## src/rtl/pipeline24_result_collector.sv

```systemverilog
// Result collector for the 24-permutation pack: grabs each pending result after a fixed latency,
// tags it with a sequence index, and buffers it in a 4-entry show-ahead FIFO toward the host.
module pipeline24_result_collector #(
  parameter int SUM_WIDTH    = 50,
  parameter int COUNT_WIDTH  = 15,
  parameter int GRAB_LATENCY = 2
) (
  input  logic                   clk,
  input  logic                   rst,
  input  logic                   resultsAvailable,
  input  logic [SUM_WIDTH-1:0]   pcoeffSum,
  input  logic [COUNT_WIDTH-1:0] pcoeffCount,
  input  logic                   eccStatus,
  output logic                   grabResults,
  output logic                   outValid,
  input  logic                   outReady,
  output logic [SUM_WIDTH-1:0]   outSum,
  output logic [COUNT_WIDTH-1:0] outCount,
  output logic [15:0]            outIndex,
  output logic                   outEcc,
  output logic                   eccSeen,
  output logic [15:0]            eccErrorCount,
  output logic [31:0]            resultsCollected
);

  typedef enum logic [1:0] {S_IDLE, S_GRAB, S_WAIT, S_CAPTURE} state_t;

  typedef struct packed {
    logic [SUM_WIDTH-1:0]   sum;
    logic [COUNT_WIDTH-1:0] count;
    logic                   ecc;
    logic [15:0]            idx;
  } entry_t;

  localparam logic [3:0] WAIT_LOAD = 4'(GRAB_LATENCY - 1);

  state_t      state_q;
  logic [3:0]  wait_cnt_q;
  logic        grab_q;

  entry_t      mem_q [4];
  entry_t      head_q, head_d, wr_entry;
  logic [1:0]  wr_ptr_q, wr_ptr_d, rd_ptr_q, rd_ptr_d;
  logic [2:0]  count_q, count_d;
  logic        push, pop;

  logic [15:0] seq_q, seq_d;
  logic        ecc_seen_q, ecc_seen_d;
  logic [15:0] ecc_cnt_q, ecc_cnt_d;
  logic [31:0] collected_q, collected_d;

  // The space check at IDLE guarantees the later CAPTURE write finds a free slot,
  // since only pops can happen while the grab is in flight.
  always_ff @(posedge clk or negedge rst) begin
    if (!rst) begin
      state_q    <= S_IDLE;
      wait_cnt_q <= '0;
      grab_q     <= 1'b0;
    end else begin
      grab_q <= 1'b0;
      case (state_q)
        S_IDLE: begin
          if (resultsAvailable && (count_q < 3'd4)) begin
            state_q <= S_GRAB;
            grab_q  <= 1'b1;
          end
        end
        S_GRAB: begin
          wait_cnt_q <= WAIT_LOAD;
          state_q    <= (GRAB_LATENCY == 1) ? S_CAPTURE : S_WAIT;
        end
        S_WAIT: begin
          if (wait_cnt_q <= 4'd1) state_q <= S_CAPTURE;
          else                    wait_cnt_q <= wait_cnt_q - 4'd1;
        end
        S_CAPTURE: state_q <= S_IDLE;
        default:   state_q <= S_IDLE;
      endcase
    end
  end

  assign push     = (state_q == S_CAPTURE);
  assign pop      = (count_q != 3'd0) && outReady;
  assign wr_entry = '{sum: pcoeffSum, count: pcoeffCount, ecc: eccStatus, idx: seq_q};

  // NOTE: every signal gets a default first, so no path through this block can infer a latch.
  always_comb begin
    wr_ptr_d    = wr_ptr_q + {1'b0, push};
    rd_ptr_d    = rd_ptr_q + {1'b0, pop};
    count_d     = count_q + {2'b00, push} - {2'b00, pop};
    head_d      = head_q;
    seq_d       = seq_q;
    ecc_seen_d  = ecc_seen_q;
    ecc_cnt_d   = ecc_cnt_q;
    collected_d = collected_q;

    // Head register keeps the last head value once the FIFO drains.
    if (count_d != 3'd0) begin
      if ((count_q - {2'b00, pop}) == 3'd0) head_d = wr_entry;
      else                                  head_d = mem_q[rd_ptr_d];
    end

    if (push) begin
      seq_d       = seq_q + 16'd1;
      collected_d = collected_q + 32'd1;
      if (eccStatus) begin
        ecc_seen_d = 1'b1;
        if (ecc_cnt_q != 16'hFFFF) ecc_cnt_d = ecc_cnt_q + 16'd1;
      end
    end
  end

  // NOTE: sequential state uses non-blocking assignments so every register samples pre-edge values.
  always_ff @(posedge clk or negedge rst) begin
    if (!rst) begin
      wr_ptr_q    <= '0;
      rd_ptr_q    <= '0;
      count_q     <= '0;
      head_q      <= '0;
      seq_q       <= '0;
      ecc_seen_q  <= 1'b0;
      ecc_cnt_q   <= '0;
      collected_q <= '0;
    end else begin
      wr_ptr_q    <= wr_ptr_d;
      rd_ptr_q    <= rd_ptr_d;
      count_q     <= count_d;
      head_q      <= head_d;
      seq_q       <= seq_d;
      ecc_seen_q  <= ecc_seen_d;
      ecc_cnt_q   <= ecc_cnt_d;
      collected_q <= collected_d;
    end
  end

  // NOTE: the storage array has no reset; only slots between the pointers are ever read.
  always_ff @(posedge clk) begin
    if (push) mem_q[wr_ptr_q] <= wr_entry;
  end

  assign grabResults      = grab_q;
  assign outValid         = (count_q != 3'd0);
  assign outSum           = head_q.sum;
  assign outCount         = head_q.count;
  assign outIndex         = head_q.idx;
  assign outEcc           = head_q.ecc;
  assign eccSeen          = ecc_seen_q;
  assign eccErrorCount    = ecc_cnt_q;
  assign resultsCollected = collected_q;

endmodule

```

## config.mk

```make
export PLATFORM = sky130hd
export DESIGN_NAME = pipeline24_result_collector
export DESIGN_NICKNAME = d
export VERILOG_FILES = /design/src/rtl/pipeline24_result_collector.sv
export SDC_FILE = /design/constraint.sdc
export NUM_CORES = 1
export LEC_CHECK = 0
export CAP_MARGIN = 20
export CORE_AREA = 2 2 156 234
export DETAILED_ROUTE_END_ITERATION = 6
export DIE_AREA = 0 0 158 236
export MAX_ROUTING_LAYER = met4
export PLACE_DENSITY = 0.76
export SYNTH_ARGS = -nofsm -noshare
export SYNTH_HDL_FRONTEND = slang
export SYNTH_SLANG_ARGS = --single-unit
```

## constraint.sdc

```tcl
create_clock -name clk -period 8.9 [get_ports clk]
set_clock_uncertainty 0.15 [all_clocks]
set_input_delay 1.78 -clock clk [delete_from_list [all_inputs] [get_ports clk]]
set_output_delay 1.78 -clock clk [all_outputs]
set_load 0.05 [all_outputs]
```

# Word level (Yosys, flattened, before mapping)
# Memory sizes are Yosys's and may differ from the RTL's.
# Cells that the tools add are included.
[op_classes] muxes=10 n_addsub=9 n_reduce_logical=11 eq_ne=7 magnitude_cmp=2
[op_table] operator="$mux 82" n=1
[op_table] operator="$add 16x1->16 const B" n=2
[op_table] operator="$add 32x1->32 const B" n=1
[op_table] operator="$ne 16x16->1 const B" n=1
[op_table] operator="$pmux 2 s4" n=1
[op_table] operator="$pmux 4 s2" n=1
[op_table] operator="$ne 2x2->1 const B" n=3
[op_table] operator="$reduce_and 2->1" n=3
[op_table] operator="$reduce_bool 3->1" n=2
[op_table] operator="$sub 3x1->3" n=2
[op_table] operator="$add 2x1->2" n=2
[op_table] operator="$eq 2x2->1 const B" n=2
[op_table] operator="$le 4x1->1 const B" n=1
[op_table] operator="$mux 1" n=4
[op_table] operator="$mux 2" n=2
[op_table] operator="$mux 4" n=1
[op_table] operator="$sub 4x1->4 const B" n=1
[op_table] operator="$add 3x1->3" n=1
[op_table] operator="$logic_not 3->1" n=1
[op_table] operator="$lt 3x3->1 const B" n=1
[op_table] operator="$reduce_and 3->1" n=1
[op_table] operator="$eq 2x1->1 const B" n=1
[op_table] operator="$logic_and 1x1->1" n=2
[op_table] operator="$logic_not 2->1" n=1
[op_table] operator="$reduce_bool 2->1" n=1
[word_totals] ram_bits=328 out_inout_bits=133 reg_bits=161 input_bits=70 n_memories=1 word_cells=54
[memory_table] memory="mem_q" depth=4 word_bits=82 rd=1 rd_ports_with_merged_regs=0 write_ports=1 line="41" rtl="entry_t mem_q [4];"

# Logic depth before layout (Yosys ltp)
[depth] depth_word=5 ltp_mapped=13 depth_no_buf=10

# Worst setup path before layout
# No wires, ideal clock.
[synth_timing] path_kind="reg-to-reg" from="register state_q[0]" to="memory mem_q[2][0] in the netlist's numbering, enable pin" setup_slack_ps=1050 arrival_ps=7059 path_buffers=1 stages_incl_launch_ff=5 required_time_ps=8110 cell_sequence="dfrtp_1 -> ha_1 -> clkbuf_1 -> inv_1 -> nor3b_1"
[synth_between] elab_chain_len=3
[synth_rtl] element="from (decl)" line="37" rtl="state_t state_q;"
[synth_rtl] element="from (signal assigned)" line="70" rtl="state_q <= (GRAB_LATENCY == 1) ? S_CAPTURE : S_WAIT;"
[synth_rtl] element="$eq 2x2->1" line="82" rtl="assign push = (state_q == S_CAPTURE);"
[synth_rtl] element="$mux 1" line="138" rtl="if (push) mem_q[wr_ptr_q] <= wr_entry;"
[synth_rtl] element="$mux 1 (implied by the code)" line="138"
[synth_rtl] element="to (decl)" line="41"
# Every way passes these cells.

# Worst setup path after layout
[layout_timing] from="input outReady" to="register head_q (netlist bit outIndex[0])"
[layout_between] word_cells_on_any_way=8 cone_classes="3 x add/sub; 1 x mux; 3 x reduce/logical; 1 x memory"
[layout_rtl] element="from (decl)" line="16" rtl="input logic outReady,"
[layout_rtl] element="$logic_and 1x1->1" line="83" rtl="assign pop = (count_q != 3'd0) && outReady;"
[layout_rtl] element="$sub 3x1->3" line="90" rtl="count_d = count_q + {2'b00, push} - {2'b00, pop};"
[layout_rtl] element="net count_d[2]" line="44" rtl="logic [2:0] count_q, count_d;"
[layout_rtl] element="$reduce_bool 3->1" line="98" rtl="if (count_d != 3'd0) begin"
[layout_rtl] element="to (signal assigned)" line="119" rtl="head_q <= '0;"
[layout_rtl] element="to (signal assigned)" line="128" rtl="head_q <= head_d;"
[layout_rtl] element="to (decl)" line="42" rtl="entry_t head_q, head_d, wr_entry;"
# The timed path passes the listed nets, and every way through them passes these cells.
# A chain may end at the register's enable or synchronous reset.

==> results by group <==
Worst setup path
  • Crit-path slowest cell: buf_4
  • Worst setup SP type: input pin
  • Crit-path cells: clkdlybuf4s50_1 > and2_1 > ha_1 > inv_1 > ha_1 > fa_1 > xnor2_1 > xnor2_1 > or3_4 > buf_4 > mux2_2
  • Reg2reg start: state_q[0]
  • Largest stage delay on the critical path: 0.64 ns
  • Critical path endpoint category: flip-flop
  • Worst endpoint data arrival time: around 5.1 ns
  • Critical Path RT: approximately 9 ns
  • Crit-path max FO: 34
  • WS Path Type: in -> reg
  • Worst Setup SP: outReady

Timing
  • Fin. Hold Viols: 0
  • Minimum clock period: 4.83 ns
  • Fmax: 0.207 GHz
  • RSZ-0062 raised after global routing: false
  • Final setup vio count: 0
  • Fin crit share: 0.542
  • Fin. max-slew vios: 0
  • Rel. slew slack: 0.309
  • Setup WS post-layout: 4.07 ns
  • TNS Setup: 0 ns
  • Worst Max-Slew Pin Slew: between 1 and 1.5 ns

Clock tree
  • CTS Sinks: 489
  • Clock latency on the worst-skew pair: 0.55 ns
  • Maximum clock insertion buffer count: 3
  • H-Tree Depth: 2
  • Clk slew on worst S/H paths: 0.06 ns
  • Post-CTS setup buffers: 0
  • CTS tree: done
  • Post-CTS Resized: 0
  • CTS Buf Count: 43
  • CTS hold repair buffers: 0
  • Clk root buf: clkbuf_16

Die
  • Die width: 158 um
  • Cell Rows: 85
  • Die ar.: 37300 um^2
  • Die Y-Extent: approximately 240 um
  • I/O pin cnt: 203
  • Starting Density: 0.560
  • Core area: 35500 um^2

Final layout
  • Fraction of layout cells with a size suffix above 1: 0.265
  • Area Overhead vs Synth: 19.7%
  • Nets: 1333

Power and ir drop
  • Logic gate share of total power: 0.465
  • Flop pwr share: 0.342
  • NetSw: ~3300 uW
  • Leakage power: 0.00884 uW
  • Peak VDD IR: 0.000238 V
  • Pint: 6410 uW
  • Clock network fraction of design power: 0.193
  • Sw frac: 0.339
  • PD cells: ~410 nW/um^2

Placed design
  • DP Wirelength: 22400 um
  • Dpl ws: around 3.5 ns
  • Buffers added on ports: 202
  • Gpl congestion: 0.857

Yosys
  • Syn Inst Count: 1027
  • Cell Area, Synth: about 20000 um^2
  • Synth area leaders: edfxtp_1 (49%), dfrtp_1 (20%), mux4_2 (9.3%)
  • Asr flop ratio synth: 0.329
  • Post-synthesis mux area share: 0.202
  • Post-synthesis cell type count: 38
  • YS warnings: 0
  • Synth Area in Compound Gates: 0.00402
  • Post-synth top area cell: edfxtp_1
  • Seq/Total Area, Yosys: 0.697
  • Avg Inst Size Synth: 19.4 um^2
  • Mapped Nets: around 1100
  • Top-count cell post-synth: edfxtp_1
  • Yosys reg bits: 489
  • Main combinational cell family by area after synthesis: multiplexers
  • Most frequent cells after synthesis: edfxtp_1 (328), dfrtp_1 (161), mux2_2 (87), mux4_2 (82), mux2_4 (80)
  • Number of enable flip-flop cells after synthesis: 328
  • Post-synthesis adder-cell area fraction: 0.0104
  • Synth top area share: 0.495
  • Post-synth top flop: edfxtp_1
  • Post-synthesis simple-gate area fraction: 0.0375
  • Post-Synth XOR/XNOR Area: 0.0290

Drt
  • Antenna-violating nets left: 0
  • WL/cell: between 20 and 25 um
  • Routed WL: 38600 um
  • DRT iter0 DRCs: 536
  • Via count: 10000
  • First-pass iteration count of the detailed router: 5
  • Drt drc: 0
  • Via density: 5.68

Global route
  • First-pass GRT wire length: about 61000 um
  • Largest net degree at the start of global routing: 90
  • Vias in the first global route: 11000
  • Antenna violations before repair: 7
  • GRT Resource Usage Total: 0.223
  • Congestion Overflow GR: 0

Run status
  • Outcome: finished, final reports clean

Hold path
  • HP Class: reg -> reg
  • Origin of the worst min-delay path: resultsCollected[31]

Flow run
  • Max Cap Viol: 0
-- kinds of logic after synthesis --
kind of cell,Yosys count
flops,489
mux,249
simple gates,140
xor+xnor,66
buf+inv,54
fa+ha+maj,16
compound gates,13
-- stage by stage --
stage | hold WS [ns] | area, um^2 | utilization | cells | power (uW)
floorplan | 0.322 | 19900 | - | 1027 | 6980
global placement | 0.312 | 22400 | 0.630 | 1680 | 7820
detailed placement | 0.309 | 22400 | 0.630 | 1680 | 7930
CTS | 0.325 | 23800 | 0.670 | 1759 | 9830
global route | 0.340 | 23800 | 0.671 | 1766 | 10200
finish | 0.320 | 23800 | 0.671 | 1766 | 9700
-- power by group through the flow --
stage                     Sequential [uW]  Clock, uW  Combinational, uW
after floorplan                      4050          0               2930
final                                3320       1870               4510
after detailed placement             3360          0               4570
after global routing                 3370       2000               4800
after CTS                            3320       1920               4580
after global placement               3340          0               4480
-- layout make-up --
| type | instances | area (um^2) |
|---|---|---|
| sequential | 489 | 13900 |
| fill | 2416 | 11700 |
| multi-input combinational | 484 | 5710 |
| timing repair buffer | 216 | 2130 |
| clock buffer | 61 | 1280 |
| tap | 478 | 598 |
| clock inverter | 18 | 165 |
| inverter | 13 | 48.8 |
| antenna | 7 | 17.5 |
-- worst paths after layout --
kind                                   endpoint  slack (ns)  depth (start not counted)
max                                 outIndex[0]        4.07                         11
min                        resultsCollected[31]        0.32                          1
max reg2reg                         outIndex[0]        4.58                         11
min reg2reg                resultsCollected[31]        0.32                          1
max in group asynchronous              seq_q[5]        5.84                          2
min in group asynchronous           outCount[8]        1.16                          1
-- state kept, by name, summed over array words and instances (netlist names) --
signal and flops:
grabResults 1, state_q 2, outSum 50, eccErrorCount 16, outIndex 16, eccSeen 1
rd_ptr_q 2, wr_ptr_q 2, count_q 3, seq_q 16, outCount 15, wait_cnt_q 4
outEcc 1, resultsCollected 32, mem_q 328
-- worst max-delay path, delay by kind of cell --
kind,cells,cell delay (ns)
XOR/XNOR,2,0.34
AND/OR/NAND/NOR,2,0.67
buffers and inverters,3,1.07
adder cells (fa/ha/maj),3,0.84
multiplexers,1,0.40
-- per-layer routing --
| layer | part of all wire | GRT usage |
|---|---|---|
| met5 | 0 | - |
| met4 | 0.029 | 0.0737 |
| met3 | 0.045 | 0.0377 |
| met2 | 0.51 | 0.361 |
| met1 | 0.41 | 0.290 |
-- placed cells by master (no fill, tap or decap), drive strengths merged, types with 3 or more instances in the layout --
master,instances
nor3b,4
buf,15
nand2,29
nand4,19
edfxtp,328
clkbuf,61
clkinv,14
o21ai,4
ha,15
dfrtp,161
xnor2,30
a21oi,5
mux2,167
nor4,10
and4,7
inv,14
bufinv,3
mux4,82
xor2,36
diode,7
nand3,23
nor2,17
clkdlybuf4s50,201
nor3,13
and2,4
or3,3
and3,6
Note: power is estimated with default switching activity, not from simulation.
